<file path="src/rtl/xbar_switch_allocator.sv">
// Per-output round-robin switch allocator with wormhole locking, feeding the crossbar selects.
// Optional lock watchdog enabled by defining XBAR_ALLOC_LOCK_WATCHDOG_EN.
module xbar_switch_allocator #(
  parameter int unsigned IN_N         = 5,
  parameter int unsigned OUT_M        = 5,
  parameter int unsigned SEL_W        = $clog2(IN_N),
  parameter int unsigned DST_W        = $clog2(OUT_M),
  parameter int unsigned LOCK_TIMEOUT = 64
) (
  input  logic                   clk_i,
  input  logic                   rst_i,
  input  logic [IN_N-1:0]        req_valid_i,
  input  logic [IN_N*DST_W-1:0]  req_dst_i,
  input  logic [IN_N*2-1:0]      req_id_i,
  input  logic [OUT_M-1:0]       out_ready_i,
  output logic [IN_N-1:0]        grant_o,
  output logic [OUT_M*SEL_W-1:0] sel_o,
  output logic [OUT_M-1:0]       out_valid_o,
  output logic [OUT_M-1:0]       lock_err_o
);

  typedef enum logic {StIdle, StLocked} state_e;

  localparam logic [1:0] IdHead = 2'b10;
  localparam logic [1:0] IdTail = 2'b01;

  state_e           r_state [OUT_M];
  state_e           w_state_d [OUT_M];
  logic [SEL_W-1:0] r_owner [OUT_M];
  logic [SEL_W-1:0] w_owner_d [OUT_M];
  logic [SEL_W-1:0] r_ptr [OUT_M];
  logic [SEL_W-1:0] w_ptr_d [OUT_M];
  logic [SEL_W-1:0] r_sel [OUT_M];
  logic [SEL_W-1:0] w_sel_d [OUT_M];

  logic [IN_N-1:0]  w_elig [OUT_M];
  logic [SEL_W-1:0] w_win [OUT_M];
  logic [1:0]       w_win_id [OUT_M];
  logic [OUT_M-1:0] w_xfer;
  logic [IN_N-1:0]  w_grant;
  logic [OUT_M*SEL_W-1:0] w_sel_flat;

  function automatic logic [SEL_W-1:0] next_ptr(input logic [SEL_W-1:0] p);
    return (p == SEL_W'(IN_N - 1)) ? '0 : p + 1'b1;
  endfunction

  // Eligibility and winner search: upward from the pointer first, then the wrapped part.
  always_comb begin
    for (int j = 0; j < OUT_M; j++) begin
      w_xfer[j]   = 1'b0;
      w_win[j]    = r_sel[j];
      w_win_id[j] = 2'b00;
      w_elig[j]   = '0;
      for (int i = 0; i < IN_N; i++) begin
        if (req_valid_i[i] && (req_dst_i[i*DST_W +: DST_W] == DST_W'(j))) begin
          if (r_state[j] == StIdle) begin
            w_elig[j][i] = req_id_i[2*i+1];
          end else begin
            w_elig[j][i] = (SEL_W'(i) == r_owner[j]) && !req_id_i[2*i+1];
          end
        end
      end
      if (out_ready_i[j]) begin
        for (int i = 0; i < IN_N; i++) begin
          if (!w_xfer[j] && w_elig[j][i] && (SEL_W'(i) >= r_ptr[j])) begin
            w_xfer[j]   = 1'b1;
            w_win[j]    = SEL_W'(i);
            w_win_id[j] = req_id_i[2*i +: 2];
          end
        end
        for (int i = 0; i < IN_N; i++) begin
          if (!w_xfer[j] && w_elig[j][i] && (SEL_W'(i) < r_ptr[j])) begin
            w_xfer[j]   = 1'b1;
            w_win[j]    = SEL_W'(i);
            w_win_id[j] = req_id_i[2*i +: 2];
          end
        end
      end
    end
  end

  always_comb begin
    w_grant    = '0;
    w_sel_flat = '0;
    for (int j = 0; j < OUT_M; j++) begin
      w_sel_flat[j*SEL_W +: SEL_W] = w_win[j];
      for (int i = 0; i < IN_N; i++) begin
        if (w_xfer[j] && (w_win[j] == SEL_W'(i))) w_grant[i] = 1'b1;
      end
    end
  end

  assign grant_o     = rst_i ? '0 : w_grant;
  assign out_valid_o = rst_i ? '0 : w_xfer;
  assign sel_o       = rst_i ? '0 : w_sel_flat;

`ifdef XBAR_ALLOC_LOCK_WATCHDOG_EN
  localparam int unsigned CntW = $clog2(LOCK_TIMEOUT + 1);

  logic [CntW-1:0]  r_cnt [OUT_M];
  logic [CntW-1:0]  w_cnt_d [OUT_M];
  logic [OUT_M-1:0] r_err;
  logic [OUT_M-1:0] w_err_d;

  assign lock_err_o = rst_i ? '0 : r_err;
`else
  logic w_unused_timeout;
  assign w_unused_timeout = ^LOCK_TIMEOUT;
  assign lock_err_o       = '0;
`endif

  always_comb begin
    for (int j = 0; j < OUT_M; j++) begin
      w_state_d[j] = r_state[j];
      w_owner_d[j] = r_owner[j];
      w_ptr_d[j]   = r_ptr[j];
      w_sel_d[j]   = r_sel[j];
      if (r_state[j] == StIdle) begin
        if (w_xfer[j]) begin
          w_ptr_d[j] = next_ptr(w_win[j]);
          w_sel_d[j] = w_win[j];
          if (w_win_id[j] == IdHead) begin
            w_state_d[j] = StLocked;
            w_owner_d[j] = w_win[j];
          end
        end
      end else if (w_xfer[j] && (w_win_id[j] == IdTail)) begin
        w_state_d[j] = StIdle;
      end
    end
`ifdef XBAR_ALLOC_LOCK_WATCHDOG_EN
    for (int j = 0; j < OUT_M; j++) begin
      w_cnt_d[j] = '0;
      w_err_d[j] = 1'b0;
      if ((r_state[j] == StLocked) && !w_xfer[j]) begin
        // Final stall cycle: release the lock and skip the stuck owner.
        if (r_cnt[j] == CntW'(LOCK_TIMEOUT - 1)) begin
          w_state_d[j] = StIdle;
          w_ptr_d[j]   = next_ptr(r_owner[j]);
          w_err_d[j]   = 1'b1;
        end else begin
          w_cnt_d[j] = r_cnt[j] + 1'b1;
        end
      end
    end
`endif
  end

  always_ff @(posedge clk_i) begin
    if (rst_i) begin
      for (int j = 0; j < OUT_M; j++) begin
        r_state[j] <= StIdle;
        r_owner[j] <= '0;
        r_ptr[j]   <= '0;
        r_sel[j]   <= '0;
`ifdef XBAR_ALLOC_LOCK_WATCHDOG_EN
        r_cnt[j]   <= '0;
`endif
      end
`ifdef XBAR_ALLOC_LOCK_WATCHDOG_EN
      r_err <= '0;
`endif
    end else begin
      for (int j = 0; j < OUT_M; j++) begin
        r_state[j] <= w_state_d[j];
        r_owner[j] <= w_owner_d[j];
        r_ptr[j]   <= w_ptr_d[j];
        r_sel[j]   <= w_sel_d[j];
`ifdef XBAR_ALLOC_LOCK_WATCHDOG_EN
        r_cnt[j]   <= w_cnt_d[j];
`endif
      end
`ifdef XBAR_ALLOC_LOCK_WATCHDOG_EN
      r_err <= w_err_d;
`endif
    end
  end

endmodule

</file>
<file path="config.mk">
export PLATFORM = sky130hd
export DESIGN_NAME = xbar_switch_allocator
export DESIGN_NICKNAME = d
export VERILOG_FILES = /design/src/rtl/xbar_switch_allocator.sv
export SDC_FILE = /design/constraint.sdc
export NUM_CORES = 1
export LEC_CHECK = 0
export CAP_MARGIN = 0
export CORE_ASPECT_RATIO = 1.25
export CORE_MARGIN = 2
export CORE_UTILIZATION = 55
export CTS_CLUSTER_DIAMETER = 80
export DETAILED_ROUTE_END_ITERATION = 7
export PLACE_DENSITY = 0.79
export SYNTH_ARGS = -nofsm -noshare
export SYNTH_HDL_FRONTEND = slang
export SYNTH_SLANG_ARGS = --single-unit
</file>
<file path="constraint.sdc">
create_clock -name clk_i -period 6.7 [get_ports clk_i]
set_input_delay 0.67 -clock clk_i [delete_from_list [all_inputs] [get_ports clk_i]]
set_output_delay 0.67 -clock clk_i [all_outputs]
set_load 0.02 [all_outputs]
</file>
After elaboration in Yosys (flattened, before gate mapping) --
Memories as Yosys holds them, arrays and structs flattened. Cells that the tools add are included.
Storage, ports and cells: bits in registers 0, output and inout port bits 30, logic and storage cells 760, bits in latches 0, bits in read-only memories 0, memories kept 4, input bits 37, memory bits (writable) 50
Cells by class: div/mod/pow operators 0, add/subtract/negate cells 5, equal/unequal tests 70, bitwise logic cells 20, magnitude comparators 50, muxes and demuxes 371, multiply operators 0, shifts and indexed selects 0, reductions and logical operators 240
Memories:
- r_owner | words 5, width 3, read ports 5, clocked after Yosys merged registers in 0, wr ports 5, line 29 | logic [SEL_W-1:0] r_owner [OUT_M];
- r_ptr | words 5, width 3, read ports 5, clocked after Yosys merged registers in 0, wr ports 5, line 31 | logic [SEL_W-1:0] r_ptr [OUT_M];
- r_sel | words 5, width 3, read ports 5, clocked after Yosys merged registers in 0, wr ports 5, line 33 | logic [SEL_W-1:0] r_sel [OUT_M];
- r_state | words 5, width 1, read ports 5, clocked after Yosys merged registers in 0, wr ports 5, line 27 | state_e r_state [OUT_M];
Operators by type and width (number):
- 3-bit two-way mux | 110
- 1-bit two-way mux | 203
- 1-bit logical AND | 175
- 2-bit two-way mux | 55
- 3-bit by 2-bit == test with 1-bit output, second input constant | 20
- 1-bit zero test | 50
- 3-bit zero test | 15
- 2-bit by 3-bit == test with 1-bit output, first input constant | 10
- 3-bit by 1-bit == test with 1-bit output, second input constant | 10
- 3-bit == test, second input constant | 10
- 1-bit by 3-bit greater-or-equal comparator with 1-bit output, first input constant | 10
- 2-bit by 3-bit greater-or-equal comparator with 1-bit output, first input constant | 10
- 1-bit by 3-bit less-than comparator with 1-bit output, first input constant | 10
- 2-bit by 3-bit less-than comparator with 1-bit output, first input constant | 10
- 1-bit OR | 20
- 3-bit by 1-bit adder with 3-bit output, second input constant | 5
- 1-bit by 3-bit == test with 1-bit output, first input constant | 5
- 3-bit == test, first input constant | 5
- 3-bit greater-or-equal comparator, first input constant | 5
- 3-bit less-than comparator, first input constant | 5
- 15-bit two-way mux | 1
- 2-bit by 1-bit == test with 1-bit output, second input constant | 5
- 2-bit == test, second input constant | 5
- 5-bit two-way mux | 2

Logic depth before layout (Yosys ltp) --
Gate-level depths: netlist (run 1). An unclocked memory read counts as a cell.
depth in word-level cells 61, mapped depth 15, gate-level depth less buffers 14

Worst setup path after synthesis (run 1) --
No wires, ideal clock.
path kind input port to output port, start input port req_id_i[9], end output port grant_o[4], buffers on the path 1, data arrival time 3482 ps, data required time 6030 ps, setup slack 2548 ps, cell stages on the path 13, path through clkbuf_1 > nor4b_1 > mux2i_1 > or3b_2 > nand3_1 > or3_1 > nand2_1 > a21oi_1 > inv_1 > ha_1 > nand3_1 > o31ai_1 > or4_1
Between the ends: elaborated cells between the ends (all ways) 212
RTL lines:
- start, declared | line 14 | input logic [IN_N*2-1:0] req_id_i,
- 1-bit zero test | line 59 | w_elig[j][i] = (SEL_W'(i) == r_owner[j]) && !req_id_i[2*i+1];
- 1-bit logical AND | line 59
- 1-bit two-way mux * | line 56 | if (r_state[j] == StIdle) begin
- 1-bit two-way mux * | line 55 | if (req_valid_i[i] && (req_dst_i[i*DST_W +: DST_W] == DST_W'(j))) begin
- 1-bit logical AND (2 in a row) | line 65 | if (!w_xfer[j] && w_elig[j][i] && (SEL_W'(i) >= r_ptr[j])) begin
- 1-bit two-way mux | line 65
- 1-bit two-way mux | line 63 | if (out_ready_i[j]) begin
- 1-bit zero test | line 72 | if (!w_xfer[j] && w_elig[j][i] && (SEL_W'(i) < r_ptr[j])) begin
- [20 not listed]
- 1-bit logical AND (2 in a row) | line 72
- 3-bit two-way mux * | line 72
- 3-bit two-way mux * | line 63
- net w_sel_flat[13] | line 41 | logic [OUT_M*SEL_W-1:0] w_sel_flat;
- 3-bit == test * | line 88 | if (w_xfer[j] && (w_win[j] == SEL_W'(i))) w_grant[i] = 1'b1;
- 1-bit logical AND * | line 88
- 1-bit two-way mux * | line 88
- 5-bit two-way mux * | line 93 | assign grant_o = rst_i ? '0 : w_grant;
- end, declared | line 16 | output logic [IN_N-1:0] grant_o,
The timed path passes the listed nets; every way through them passes the cells marked *. The select of a mux whose other input is x is not followed.

Final worst setup path (run 1) --
start input port req_id_i[1], end output port grant_o[1]
Between the ends: elaborated cells between the ends (all ways) 327
RTL lines (line):
- 1-bit zero test | 59
- 1-bit logical AND | 59
- 1-bit two-way mux * | 56
- 1-bit two-way mux * | 55
- 1-bit logical AND | 65
- 1-bit two-way mux | 65
- 1-bit two-way mux | 63
- 1-bit zero test | 65
- [40 not listed]
- 1-bit logical AND (2 in a row) | 72
- 3-bit two-way mux * | 72
- 3-bit two-way mux * | 63
- net w_sel_flat[9] | 41
- 3-bit by 1-bit == test with 1-bit output * | 88
- 1-bit logical AND * | 88
- 1-bit two-way mux * (2 in a row) | 88
- 5-bit two-way mux * | 93
Marks and branches as above.

==> flow_metrics.py, run 1 <==
metrics = {
    "timing": {
        "finalHoldViolations": 0,
        "fmax_mhz": 175.0,
        "fin_worst_skew_ns": 0.008894,
        "worst_pin_slew_ns": 1.055,
        "finalSetupViolCount": 0,
        "report.final.slew_viol_count": 0,
        "fin_crit_sh_pct": 85.29,
        "slew_headroom_pct": 29.50,
        "tns_ns": 0,
        "whs_ns": 0.5227,
        "grt_setup_unrepaired": "false",
        "setup_ws_ns": 0.9854,
        "fin_crit_ns": 5.715,
    },
    "finish": {
        "post-route-util_pct": 63.79,
        "layout.nets": 856,
        "syn_to_final_growth_pct": 14.43,
        "stdcell_count": 928,
        "final_area_sq_um": 6381,
        "drive_above_1_share_pct": 7.259,
        "antenna_cells": 0,
    },
    "floorplan": {
        "num_rows": 41,
        "coreArea_sq_um": 10000,
        "start_util_pct": 55.75,
        "dieArea_sq_um": 10970,
        "num_io_pins": 67,
        "die_w_um": 94.07,
        "die_h_um": 116.6,
    },
    "global_route": {
        "grt_antenna_before_repair": 0,
        "overflow": 0,
        "grt_max_degree": 46,
        "grt_pass1_wl_um": 30170,
        "grt_pass1_vias": 5949,
        "grtUsageTotal_pct": 34.95,
    },
    "power": {
        "switchingPower_uw": 273.7,
        "pwr-share-seq_pct": 39.1,
        "power.total_uw": 817.6,
        "power_per_cell_area_nw_per_um2": 128.1,
        "swShare_pct": 33.47,
        "p_leak_nw": 2.432,
        "p_int_uw": 543.9,
        "pwr-share-comb_pct": 27.8,
        "peakVddDrop_uv": 99.34,
        "p_clk_share_pct": 33.1,
    },
    "flow_run": {
        "max_cap_viol_count": 0,
    },
    "synth": {
        "yosysWarningCount": 0,
        "synth_area_sq_um": 5577,
        "ys.flop_type": "dfxtp_1",
        "synth-edff-count": 0,
        "synthTopCellsByArea": "dfxtp_1, nor2_1, ha_1",
        "synth.avg_cell_area_sq_um": 7.376,
        "ys_ff_latch": 50,
        "synthCells": 756,
        "yosysUniqueCellTypes": 85,
        "synth_top_area_cell": "dfxtp_1",
        "synthDominantCellAreaShare_pct": 17.95,
        "synth-seq-area-share_pct": 17.95,
        "async_reset_ff_share_pct": 0,
    },
    "clock_tree": {
        "clk_latency_ns": 0.30,
        "path_clk_slew_ns": 0.08,
        "clockBufferDepth": 2,
        "postCtsSetupBuffers": 0,
        "postCtsResizedCells": 0,
        "cts_root_buf": "clkbuf_16",
        "numCtsBuffers": 5,
        "cts_tree": "yes",
        "cts.sinks": 50,
        "cts_max_level": 2,
        "hold_buffers": 0,
    },
    "placement": {
        "gp_congestion": 0.9767,
        "dp_cells": 920,
        "post-dp-hpwl_um": 15040,
        "place_ws_ns": 1.098,
        "portBuffers": 61,
        "place_area_sq_um": 6225,
    },
    "min_path": {
        "hp-class": "reg -> reg",
    },
    "routing": {
        "viasPerCell": 6.913,
        "drc": 0,
        "vias": 6415,
        "wirelength_um": 19250,
        "firstDrtPassIters": 6,
        "wl_per_cell_um": 20.74,
        "antenna_left": 0,
        "initialDrtViolationCount": 627,
    },
    "worst_setup_path": {
        "r2r_end": "r_ptr[0][11]",
        "crit_arrival_ns": 5.04,
        "critPathCapture": "grant_o[1]",
        "worstPathRequired_ns": 6.03,
        "path_class": "in -> out",
        "reg2reg_depth": 11,
        "cp-end-kind": "output pin",
        "path_max_fanout": 9,
        "worstSetupStartpointType": "primary input",
        "r2r_start": "r_state[0][3]",
        "timing.critical_path.from": "req_id_i[1]",
        "ff2ff_setup_slack_ns": 3.06,
    },
    "outcome": {
        "status": "completed",
    },
}
## worst min-delay path by stage
stage                 startpoint            to  slack, ns  cells past startpoint
floorplan           r_sel[0][11]  r_sel[0][11]       0.45                      2
global placement    r_sel[0][11]  r_sel[0][11]       0.47                      2
detailed placement  r_sel[0][13]  r_sel[0][13]       0.50                      2
CTS                 r_sel[0][11]  r_sel[0][11]       0.51                      2
global route         r_sel[0][4]   r_sel[0][4]       0.53                      2
finish              r_sel[0][11]  r_sel[0][11]       0.52                      2
## area by class of cell
type,count,area (sq um)
well taps,129,161.4
clock inverters,2,17.52
clock buffers,6,138.9
multi-input cells,645,4310
inverters,31,116.4
flip-flops and latches,50,1001
repair buffers,65,635.6
fillers,921,3622
## critical path: stages
cell and delay (ns):
clkdlybuf4s50_1 0.66, nor3_1 0.26, a22oi_1 0.13, or4b_1 0.63, a21o_1 0.25, o2111ai_1 0.12, o21ai_0 0.15, a41oi_1 0.50
inv_1 0.13, ha_1 0.22, a222oi_1 0.58, a31oi_1 0.16, clkdlybuf4s50_1 0.57
## flip-flops by register name, summed over array words and instances (netlist names)
signal	count
r_ptr	15
r_owner	15
r_state	5
r_sel	15
## per-layer routing
metal	routed length, um	track usage (%)
met1	7506	42.33
met3	1675	5.226
met5	0	0
met4	929	17.97
met2	9136	59.95
## cells by family after synthesis
kind of cell | Yosys count | share of synthesized area [%]
AO/OA/AOI/OAI | 211 | 27.64
adder cells (fa/ha/maj) | 21 | 4.712
AND/OR/NAND/NOR | 367 | 36.62
other | 1 | 0.06725
multiplexers | 41 | 7.987
flip-flops | 50 | 17.95
buffers and inverters | 65 | 5.025
## cells in the mapped netlist, types with 8 or more instances
cell type  instances
nor2b_1           27
inv_1             31
mux2_2            18
a21oi_1           43
clkbuf_1          18
nor4b_1           10
nand4_1           11
a31oi_1           14
o22ai_1           10
nor3_1            24
a211oi_1          18
mux2i_1           22
nand3b_1          15
nand2b_1          19
ha_1              21
and2_1             8
dfxtp_1           50
or3_1             15
nand3_1           37
nand2_1           49
nor2_1            92
o21ai_0           24
## power groups by stage
stage / Combinational, mW / Clock (mW) / Sequential (mW)
2_1_floorplan: 0.150 / 0 / 0.317
3_5_place_dp: 0.221 / 0 / 0.325
3_3_place_gp: 0.216 / 0 / 0.325
4_1_cts: 0.222 / 0.274 / 0.319
6_report: 0.228 / 0.271 / 0.320
5_1_grt: 0.245 / 0.286 / 0.320
## cell usage in the layout, fill, tap and decap left out, types with 19 or more instances in the layout
master           instances
nor2_1                  92
nand3_1                 37
o21ai_0                 24
inv_1                   31
nand2b_1                19
nand2_1                 49
ha_1                    21
mux2i_1                 22
clkdlybuf4s50_1         60
nor3_1                  24
dfxtp_1                 50
a21oi_1                 43
nor2b_1                 27
Power figures use the tool's default switching activity.
==> inputs of run 2 (changes only) <==
--- a/config.mk
+++ b/config.mk
@@ -9,7 +9,7 @@
 export CORE_ASPECT_RATIO = 1.25
 export CORE_MARGIN = 2
 export CORE_UTILIZATION = 55
-export CTS_CLUSTER_DIAMETER = 80
+export CTS_CLUSTER_DIAMETER = 120
 export DETAILED_ROUTE_END_ITERATION = 7
 export PLACE_DENSITY = 0.79
 export SYNTH_ARGS = -nofsm -noshare
==> results of run 2 <==
No change in the layout: final DEF, timing and power equal those of run 1.
==> inputs of run 3 (changes only) <==
--- a/config.mk
+++ b/config.mk
@@ -5,13 +5,15 @@
 export SDC_FILE = /design/constraint.sdc
 export NUM_CORES = 1
 export LEC_CHECK = 0
+export ABC_AREA = 1
 export CAP_MARGIN = 0
 export CORE_ASPECT_RATIO = 1.25
 export CORE_MARGIN = 2
 export CORE_UTILIZATION = 55
 export CTS_CLUSTER_DIAMETER = 120
 export DETAILED_ROUTE_END_ITERATION = 7
-export PLACE_DENSITY = 0.79
+export PLACE_DENSITY = 0.78
+export REMOVE_ABC_BUFFERS = 1
 export SYNTH_ARGS = -nofsm -noshare
 export SYNTH_HDL_FRONTEND = slang
 export SYNTH_SLANG_ARGS = --single-unit
==> run 3 against run 2 <==
Worst setup slack improved by 0.68 ns. Sequential power up 12%. Non-clock buffer count down 3. Final cell count grew 30%. Sequential cell count is the same. Clock skew fell by 0.0050 ns. Register-to-register slack improved by 0.74 ns. Combinational power rose by 82%. Maximum frequency is 13% higher. Via count is 0.70% higher. Count of clock-buffer cells in the layout unchanged.
==> flow_metrics.py, run 3 <==
metrics = {
    "outcome": {
        "status": "completed",
    },
    "routing": {
        "drc": 0,
        "firstDrtPassIters": 5,
        "wl_per_cell_um": 14.31,
        "antenna_left": 0,
        "initialDrtViolationCount": 411,
        "met3_length_um": 1202,
        "wl_met1_um": 7348,
        "routed-wl-met2_um": 7951,
        "viasPerCell": 5.374,
        "vias": 6460,
        "wirelength_um": 17200,
        "highest_layer": "met4",
    },
    "timing": {
        "setup_ws_ns": 1.665,
        "report.final.slew_viol_count": 0,
        "worst_pin_slew_ns": 0.8550,
        "finalSetupViolCount": 0,
        "fin_worst_skew_ns": 0.003869,
        "fmax_mhz": 198.6,
        "fin_crit_sh_pct": 75.15,
        "fin_crit_ns": 5.035,
        "grt_setup_unrepaired": "false",
        "finalHoldViolations": 0,
        "slew_headroom_pct": 43.00,
        "tns_ns": 0,
    },
    "floorplan": {
        "start_util_pct": 55.85,
        "num_io_pins": 67,
        "coreArea_sq_um": 10460,
        "die_h_um": 119.2,
        "die_w_um": 96.17,
        "num_rows": 42,
        "dieArea_sq_um": 11460,
    },
    "global_route": {
        "grtUsageTotal_pct": 30.75,
        "grt_pass1_wl_um": 27880,
        "grt_pass1_vias": 5871,
        "grt_max_degree": 43,
        "overflow": 0,
        "grt_antenna_before_repair": 0,
    },
    "worst_setup_path": {
        "timing.critical_path.from": "req_id_i[9]",
        "cp-end-kind": "output pin",
        "r2r_start": "r_state[0][4]",
        "crit_arrival_ns": 4.37,
        "path_max_fanout": 9,
        "path_class": "in -> out",
        "worstSetupStartpointType": "primary input",
        "worstPathRequired_ns": 6.03,
    },
    "power": {
        "swShare_pct": 40.30,
        "power_per_cell_area_nw_per_um2": 157.7,
        "p_leak_nw": 3.303,
        "switchingPower_uw": 419.6,
        "p_clk_share_pct": 25.8,
        "peakVddDrop_uv": 113.5,
        "p_int_uw": 621.6,
        "pwr-share-seq_pct": 34.5,
        "pwr-share-comb_pct": 39.8,
    },
    "clock_tree": {
        "hold_buffers": 0,
        "cts_tree": "yes",
        "cts.sinks": 50,
        "path_clk_slew_ns": 0.07,
        "cts_max_level": 2,
        "clockBufferDepth": 2,
        "clk_latency_ns": 0.30,
        "postCtsResizedCells": 0,
        "postCtsSetupBuffers": 0,
        "cts_root_buf": "clkbuf_16",
        "numCtsBuffers": 5,
    },
    "finish": {
        "mostFrequentLayoutCells": "nand2_1, nor2_1, inv_1",
        "antenna_cells": 0,
        "layout_commonest_cell": "nand2_1",
        "layout.nets": 1127,
        "reg.largest.list": "r_owner (15), r_ptr (15), r_sel (15)",
        "drive_above_1_share_pct": 11.96,
        "syn_to_final_growth_pct": 13.02,
    },
    "synth": {
        "synthCells": 1022,
        "async_reset_ff_share_pct": 0,
        "ys_ff_latch": 50,
        "synth_top_area_cell": "dfxtp_1",
        "synth_area_sq_um": 5841,
        "synth-edff-count": 0,
        "synth_most_common_cell": "nand2_1",
        "synth.avg_cell_area_sq_um": 5.715,
        "synth-seq-area-share_pct": 17.14,
        "synthDominantCellAreaShare_pct": 17.14,
        "synthTopCellsByCount": "nand2_1, nor2_1, inv_1",
        "ys.flop_type": "dfxtp_1",
        "yosysUniqueCellTypes": 43,
        "yosysWarningCount": 0,
        "synthTopCellsByArea": "dfxtp_1, nand2_1, nor2_1",
    },
    "flow_run": {
        "max_cap_viol_count": 0,
    },
    "placement": {
        "place_ws_ns": 1.723,
        "gp_congestion": 1.042,
        "post-dp-hpwl_um": 13480,
        "portBuffers": 61,
    },
    "min_path": {
        "min_from": "r_owner[0][6]",
        "hp-class": "reg -> reg",
    },
}
run 3: final timing paths:
kind | slack, ns | depth (start not counted) | end
worst min-delay path | 0.49 | 2 | r_owner[0][6]
worst max-delay path | 1.66 | 21 | grant_o[4]
worst max register to register | 3.80 | 16 | r_ptr[0][14]
worst min register to register | 0.49 | 2 | r_owner[0][6]
run 3: layout make-up:
cell class	count	area, sq um
Multi-Input combinational cell	797	4096
Fill cell	1048	3856
Sequential cell	50	1001
Timing Repair Buffer	62	613.1
Inverter	153	574.3
Tap cell	132	165.2
Clock buffer	6	138.9
Clock inverter	2	12.51
run 3: cells by family after synthesis:
| group | share of synthesized area [%] |
|---|---|
| buffers and inverters | 12.98 |
| AO/OA/AOI/OAI | 12.60 |
| AND/OR/NAND/NOR | 52.72 |
| other | 0.06421 |
| flip-flops | 17.14 |
| adder cells (fa/ha/maj) | 4.499 |
run 3: power groups by stage:
stage	Combinational [mW]	Clock [mW]	Sequential [mW]
after floorplan	0.288	0	0.353
after global placement	0.407	0	0.364
after detailed placement	0.409	0	0.364
after CTS	0.411	0.274	0.357
after global routing	0.466	0.282	0.362
final	0.414	0.268	0.359
run 3: worst max-delay path: stages:
cell,delay (ns)
clkdlybuf4s50_1,0.74
inv_1,0.14
nand4_1,0.12
nand2_1,0.05
nand2_1,0.11
inv_1,0.07
nand2_1,0.19
nand3_2,0.13
nor2_4,0.14
nand2_1,0.10
nand2_1,0.07
nand2_1,0.09
a22oi_4,0.27
ha_1,0.22
inv_1,0.04
nor2_1,0.14
nand3_1,0.13
nand2_1,0.16
o21bai_1,0.11
nand2_1,0.07
clkdlybuf4s50_1,0.59
run 3: per-layer routing:
layer | vias to the layer above | track usage [%]
met2 | 212 | 49.70
met1 | 2857 | 40.23
met4 | 0 | 12.50
met3 | 43 | 4.807
met5 | - | 0
li1 | 3348 | -
run 3: through the flow:
| stage | power (mW) | cells | utilization, % | hold WS [ns] | instance area [sq um] |
|---|---|---|---|---|---|
| floorplan | 0.6414 | 1000 | - | 0.4451 | 5672 |
| global placement | 0.7708 | 1194 | 61.68 | 0.4703 | 6450 |
| detailed placement | 0.7727 | 1194 | 61.68 | 0.4811 | 6450 |
| CTS | 1.043 | 1202 | 63.13 | 0.4917 | 6601 |
| global route | 1.110 | 1202 | 63.13 | 0.5047 | 6601 |
| finish | 1.041 | 1202 | 63.13 | 0.4866 | 6601 |
